**config.mk**
```make
export PLATFORM = sky130hd
export DESIGN_NAME = instr_sequencer
export DESIGN_NICKNAME = d
export VERILOG_FILES = /design/src/rtl/instr_sequencer.sv
export SDC_FILE = /design/constraint.sdc
export NUM_CORES = 1
export LEC_CHECK = 0
export ABC_AREA = 1
export CAP_MARGIN = 0
export CORE_UTILIZATION = 30
export CTS_CLUSTER_SIZE = 10
export DETAILED_ROUTE_END_ITERATION = 10
export SLEW_MARGIN = 20
export SYNTH_ARGS = -nofsm -noshare
export SYNTH_HDL_FRONTEND = slang
export SYNTH_SLANG_ARGS = --single-unit
```
**constraint.sdc**
```tcl
create_clock -name IN_CLK -period 2 [get_ports IN_CLK]
set_clock_uncertainty 0.1 [all_clocks]
set_input_delay 0.4 -clock IN_CLK [delete_from_list [all_inputs] [get_ports IN_CLK]]
set_output_delay 0.4 -clock IN_CLK [all_outputs]
set_load 0.005 [all_outputs]
```
**src/rtl/instr_sequencer.sv**
```systemverilog
// Multi-cycle instruction fetch/decode sequencer: fetches opcode bytes and jump
// targets from instruction memory and issues one-cycle ALU/register-file strobes.
module instr_sequencer (
    input  logic       IN_CLK,
    input  logic       IN_RST,
    input  logic [7:0] IN_IMEM_DATA,
    input  logic       IN_IMEM_ACK,
    input  logic       IN_CY,
    output logic [7:0] OUT_PC,
    output logic       OUT_IMEM_REQ,
    output logic [2:0] OUT_ALU_OP,
    output logic [2:0] OUT_REG_SEL,
    output logic       OUT_ACC_WE,
    output logic       OUT_CY_WE,
    output logic       OUT_REG_WE,
    output logic       OUT_HALTED
);

    typedef enum logic [2:0] {
        IDLE,
        FETCH,
        EXEC,
        FETCH2,
        JEXEC,
        HALT
    } state_t;

    state_t     state_q, state_d;
    logic [7:0] pc_q, pc_d;
    logic [7:0] ir_q, ir_d;
    logic [7:0] tgt_q, tgt_d;
    logic       take_q, take_d;

    always_comb begin
        state_d = state_q;
        pc_d    = pc_q;
        ir_d    = ir_q;
        tgt_d   = tgt_q;
        take_d  = take_q;
        case (state_q)
            IDLE: state_d = FETCH;
            FETCH: begin
                if (IN_IMEM_ACK) begin
                    ir_d    = IN_IMEM_DATA;
                    state_d = EXEC;
                end
            end
            EXEC: begin
                if (!ir_q[7]) begin
                    pc_d    = pc_q + 8'd1;
                    state_d = FETCH;
                end else begin
                    case (ir_q[6:5])
                        2'b00, 2'b01: begin
                            // Branch decision is frozen here; IN_CY may change before JEXEC.
                            pc_d    = pc_q + 8'd1;
                            take_d  = (ir_q[6:5] == 2'b00) | IN_CY;
                            state_d = FETCH2;
                        end
                        2'b10: begin
                            pc_d    = pc_q + 8'd1;
                            state_d = FETCH;
                        end
                        default: state_d = HALT;
                    endcase
                end
            end
            FETCH2: begin
                if (IN_IMEM_ACK) begin
                    tgt_d   = IN_IMEM_DATA;
                    state_d = JEXEC;
                end
            end
            JEXEC: begin
                pc_d    = take_q ? tgt_q : pc_q + 8'd1;
                state_d = FETCH;
            end
            HALT:    state_d = HALT;
            default: state_d = IDLE;
        endcase
    end

    always_ff @(posedge IN_CLK) begin
        if (IN_RST) begin
            state_q <= IDLE;
            pc_q    <= '0;
            ir_q    <= '0;
            tgt_q   <= '0;
            take_q  <= 1'b0;
        end else begin
            state_q <= state_d;
            pc_q    <= pc_d;
            ir_q    <= ir_d;
            tgt_q   <= tgt_d;
            take_q  <= take_d;
        end
    end

    // Strobes decode only registered state, so they cannot glitch on input changes.
    always_comb begin
        OUT_PC       = pc_q;
        OUT_IMEM_REQ = (state_q == FETCH) || (state_q == FETCH2);
        OUT_HALTED   = (state_q == HALT);
        OUT_ALU_OP   = '0;
        OUT_REG_SEL  = '0;
        OUT_ACC_WE   = 1'b0;
        OUT_CY_WE    = 1'b0;
        OUT_REG_WE   = 1'b0;
        if (state_q == EXEC && !ir_q[7]) begin
            OUT_REG_SEL = ir_q[2:0];
            if (ir_q[6:4] == 3'd7) begin
                OUT_REG_WE = 1'b1;
            end else begin
                OUT_ALU_OP = ir_q[6:4];
                OUT_ACC_WE = 1'b1;
                OUT_CY_WE  = (ir_q[6:5] == 2'b00);
            end
        end
    end

endmodule

```
==> impl_results.html <==
<table>
<tr><th>Metric</th><th>Value</th></tr>
<tr><th colspan="2">Die</th></tr>
<tr><td>Die X-Extent</td><td>70.5 um</td></tr>
<tr><td>Number of standard-cell rows in the floorplan</td><td>24</td></tr>
<tr><td>Height of the die</td><td>70.5 um</td></tr>
<tr><td>Top-level I/O count</td><td>31</td></tr>
<tr><td>Floorplan core area</td><td>4440 um^2</td></tr>
<tr><td>Die Footprint</td><td>around 5000 um^2</td></tr>
<tr><td>Starting density of the core</td><td>31.7%</td></tr>
<tr><th colspan="2">CTS</th></tr>
<tr><td>Htree depth</td><td>1</td></tr>
<tr><td>Maximum root-to-sink buffer count</td><td>2</td></tr>
<tr><td>Skew-Pair Late Insertion Delay</td><td>0.27 ns</td></tr>
<tr><td>TritonCTS buffer count</td><td>3</td></tr>
<tr><td>Root Driver</td><td>sky130_fd_sc_hd__clkbuf_8</td></tr>
<tr><td>Clock transition at the registers of the reported paths</td><td>approximately 0.090 ns</td></tr>
<tr><td>CTS tree</td><td>built</td></tr>
<tr><td>Num Clock Sinks</td><td>27</td></tr>
<tr><th colspan="2">STA</th></tr>
<tr><td>Final setup viols</td><td>0</td></tr>
<tr><td>Count of endpoints failing hold in the final timing report</td><td>0</td></tr>
<tr><td>RSZ-0062 raised after global routing</td><td>no</td></tr>
<tr><td>Sum Neg Setup Slack</td><td>0 ns</td></tr>
<tr><td>Slew at the pin closest to its max-slew limit</td><td>0.289 ns</td></tr>
<tr><td>Final Critical Period</td><td>1.85 ns</td></tr>
<tr><td>Final clock period utilization by the worst path</td><td>92.7%</td></tr>
<tr><td>Number of max-slew violations in the final report</td><td>0</td></tr>
<tr><td>Maximum frequency from static timing analysis</td><td>0.539 GHz</td></tr>
<tr><td>Max-slew headroom at the worst pin</td><td>80.7%</td></tr>
<tr><th colspan="2">Place</th></tr>
<tr><td>Weighted congestion reported at the end of routability-driven placement</td><td>0.788</td></tr>
<tr><td>Total cell area at the placement stage</td><td>1750 um^2</td></tr>
<tr><td>Port-buffer cells</td><td>30</td></tr>
<tr><td>Cell count after placement</td><td>285</td></tr>
<tr><td>Estimated wirelength of the detail-placed design</td><td>about 2300 um</td></tr>
<tr><th colspan="2">Cells and area</th></tr>
<tr><td>Fraction of layout instances using a drive strength above 1</td><td>14.8%</td></tr>
<tr><td>Post-Layout Inst Area</td><td>about 1900 um^2</td></tr>
<tr><td>Final design utilization</td><td>41.8%</td></tr>
<tr><td>Layout Nets</td><td>between 200 and 300</td></tr>
<tr><td>Antenna diode count</td><td>0</td></tr>
<tr><td>Top library cells by usage in the layout, fill and taps aside</td><td>sky130_fd_sc_hd__inv_1, sky130_fd_sc_hd__nand2_1, sky130_fd_sc_hd__dfxtp_1, sky130_fd_sc_hd__nor2_1</td></tr>
<tr><td>Post-synthesis to final-layout area growth</td><td>31.8%</td></tr>
<tr><td>Count of placed standard cells in the final layout, fillers left out</td><td>a little under 300</td></tr>
<tr><td>Filler instances</td><td>494</td></tr>
<tr><th colspan="2">Worst hold path</th></tr>
<tr><td>Path category of the worst min-delay check</td><td>reg2reg</td></tr>
<tr><th colspan="2">Power</th></tr>
<tr><td>Clock group share of total power</td><td>between 20% and 30%</td></tr>
<tr><td>Part of the total power dissipated in sequential elements</td><td>53.5%</td></tr>
<tr><td>Power spent charging and discharging nets</td><td>slightly below 300 uW</td></tr>
<tr><td>Fraction of power consumed by combinational cells</td><td>between 10% and 20%</td></tr>
<tr><td>Post-layout total power</td><td>1100 uW</td></tr>
<tr><td>Lkg Pwr</td><td>about 0.00076 uW</td></tr>
<tr><td>Max rail drop VDD</td><td>302 uV</td></tr>
<tr><td>Int Pwr</td><td>806 uW</td></tr>
<tr><td>Pwr per Cell Area</td><td>591 nW/um^2</td></tr>
<tr><td>Fraction of power spent switching nets</td><td>26.4%</td></tr>
<tr><th colspan="2">Yosys</th></tr>
<tr><td>Number of distinct library cells after synthesis</td><td>26</td></tr>
<tr><td>Seq/Total Area, Yosys</td><td>38.4%</td></tr>
<tr><td>Syn_area_per_cell</td><td>slightly below 7 um^2</td></tr>
<tr><td>Syn Nets</td><td>218</td></tr>
<tr><td>Number of flip-flops and latches in the synthesized netlist</td><td>27</td></tr>
<tr><td>Number of warnings reported in the yosys synthesis log</td><td>0</td></tr>
<tr><td>Synth Cell Area</td><td>approximately 1400 um^2</td></tr>
<tr><td>Cells after synthesis</td><td>205</td></tr>
<tr><th colspan="2">Route</th></tr>
<tr><td>Number of remaining DRC errors</td><td>4</td></tr>
<tr><td>Avg Vias per Cell</td><td>4.62</td></tr>
<tr><td>Via total after detailed routing</td><td>1364</td></tr>
<tr><td>Average wire length per cell after detail routing</td><td>about 11 um</td></tr>
<tr><td>Routed wire length</td><td>~3300 um</td></tr>
<tr><td>Post-route ant nets</td><td>0</td></tr>
<tr><td>Total iterations of the first detailed-routing run</td><td>7</td></tr>
<tr><td>Count of routing violations after the opening detailed-route iteration</td><td>73</td></tr>
<tr><th colspan="2">Setup path</th></tr>
<tr><td>Critical Path End Type</td><td>output port</td></tr>
<tr><td>Type of element launching the critical path</td><td>register</td></tr>
<tr><td>Worst R2R Start</td><td>state_q[0]</td></tr>
<tr><td>Cell-by-cell trace of the critical path</td><td>nor2_1 &gt; nand2_1 &gt; inv_2 &gt; nand2_4 &gt; nor3_1 &gt; dlygate4sd2_1</td></tr>
<tr><td>Arrival @ worst endpoint</td><td>1.35 ns</td></tr>
<tr><td>Setup slack on the worst flop-to-flop path</td><td>0.22 ns</td></tr>
<tr><td>Capturing element of the worst setup path</td><td>OUT_ALU_OP[1]</td></tr>
<tr><td>Slowest cell on the critical path</td><td>sky130_fd_sc_hd__dfxtp_1</td></tr>
<tr><td>Terminus of the critical flop-to-flop path</td><td>OUT_PC[4]</td></tr>
<tr><td>Setup CP Type</td><td>reg2out</td></tr>
<tr><td>Launching instance or port of the critical path</td><td>state_q[0]</td></tr>
<tr><td>Worst-path maximum fanout</td><td>9</td></tr>
<tr><td>Data required time at the worst endpoint</td><td>about 1.5 ns</td></tr>
<tr><td>Critical path's largest stage delay</td><td>0.32 ns</td></tr>
<tr><td>Worst reg2reg path depth</td><td>11</td></tr>
<tr><th colspan="2">GRT</th></tr>
<tr><td>Wire length of the first global-routing pass</td><td>5750 um</td></tr>
<tr><td>Via count of the first global-routing pass</td><td>between 1000 and 1500</td></tr>
<tr><td>Global route overflow</td><td>0</td></tr>
<tr><td>Antenna violations before repair</td><td>0</td></tr>
<tr><td>Total routing usage reported by global routing</td><td>14.4%</td></tr>
<tr><td>Pin count of the biggest net entering global routing</td><td>21</td></tr>
<tr><th colspan="2">Job</th></tr>
<tr><td>Max-cap violations</td><td>0</td></tr>
<tr><th colspan="2">Run status</th></tr>
<tr><td>Run status</td><td>complete, but fails checks</td></tr>
<tr><td>Violations in the final reports</td><td>DRC</td></tr>
</table>
-- how the worst min path moves through the flow --
stage / startpoint / endpoint / slack, ns / cells after the start
global route: ir_q[1] / ir_q[1] / 0.39 / 2
global placement: tgt_q[7] / tgt_q[7] / 0.34 / 2
floorplan: tgt_q[2] / tgt_q[2] / 0.33 / 2
CTS: ir_q[1] / ir_q[1] / 0.36 / 2
finish: ir_q[1] / ir_q[1] / 0.35 / 2
detailed placement: ir_q[1] / ir_q[1] / 0.35 / 2
-- registers in the layout, indices dropped and copies added (netlist names) --
register and flops:
OUT_PC 8, tgt_q 8, ir_q 7, state_q 3, take_q 1
-- what timing repair did --
| action | CTS | global route |
|---|---|---|
| resized for setup | 16 | 3 |
| pin swaps | 2 | 0 |
| hold buffers | 0 | 0 |
| setup buffers | 6 | 0 |
| setup endpoints to repair | 11 | 2 |
-- power groups by stage --
stage                     clock (uW)  combinational [uW]  sequential [uW]
final                            305                 204              587
after global routing             350                 232              592
after CTS                        326                 203              587
after detailed placement           0                 187              599
after global placement             0                 186              599
after floorplan                    0                 114              598
-- worst max-delay path, delay by kind of cell, from the launching register on --
family / cells / cell delay [ns]
buffers and inverters: 2 / 0.33
AND/OR/NAND/NOR: 4 / 0.43
flip-flops: 1 / 0.32
-- area by class of cell --
class,count,area (um^2),area share (%)
clock buffers,4,45.0,2.43
inverters,35,131,7.08
multi-input cells,136,699,37.7
flip-flops and latches,27,542,29.2
well taps,52,65.1,3.51
repair buffers,41,373,20.1
-- metrics by stage --
| step | setup WS (ns) | hold WS (ns) |
|---|---|---|
| after CTS | 0.0259 | 0.359 |
| after global routing | 0.0256 | 0.387 |
| final | 0.145 | 0.354 |
| after global placement | 0.117 | 0.344 |
| after detailed placement | 0.0957 | 0.345 |
| after floorplan | 0.528 | 0.330 |
-- cell families after synthesis --
logic type,share of synthesized area (%)
xor+xnor,0.622
fa+ha+maj,0.889
compound gates,18.9
simple gates,27.5
buf+inv,13.7
flops,38.4
-- Yosys cell counts --
master,number,share of area (%)
sky130_fd_sc_hd__nand2_2,5,2.2
sky130_fd_sc_hd__o21ai_2,2,1.2
sky130_fd_sc_hd__dfxtp_1,27,38
sky130_fd_sc_hd__o21ai_1,9,3.2
sky130_fd_sc_hd__nor2_1,22,5.9
sky130_fd_sc_hd__buf_2,1,0.36
sky130_fd_sc_hd__nor3_2,1,0.71
sky130_fd_sc_hd__nor3_1,6,2.1
sky130_fd_sc_hd__xnor2_1,1,0.62
sky130_fd_sc_hd__nand2_1,32,8.5
sky130_fd_sc_hd__buf_6,3,2.4
sky130_fd_sc_hd__a21oi_2,2,1.2
sky130_fd_sc_hd__nor3b_1,2,1.1
sky130_fd_sc_hd__inv_2,2,0.53
sky130_fd_sc_hd__o21ai_0,14,5.0
sky130_fd_sc_hd__nand3_2,1,0.71
sky130_fd_sc_hd__nor2_2,3,1.3
sky130_fd_sc_hd__ha_1,1,0.89
sky130_fd_sc_hd__nand4_1,3,1.3
sky130_fd_sc_hd__nand3_1,10,3.6
sky130_fd_sc_hd__inv_1,33,8.8
sky130_fd_sc_hd__a31oi_1,2,0.89
sky130_fd_sc_hd__buf_8,1,1.1
sky130_fd_sc_hd__clkbuf_1,2,0.53
sky130_fd_sc_hd__a21oi_1,19,6.8
sky130_fd_sc_hd__a221oi_1,1,0.62
-- per-layer routing --
layer	up-vias	routed length (um)	GRT usage [%]
met3	2	118	2.74
met1	602	1610	18.7
met4	0	17	4.54
met2	23	1510	24.1
li1	737	-	-
met5	-	0	0
Power figures use the tool's default switching activity.
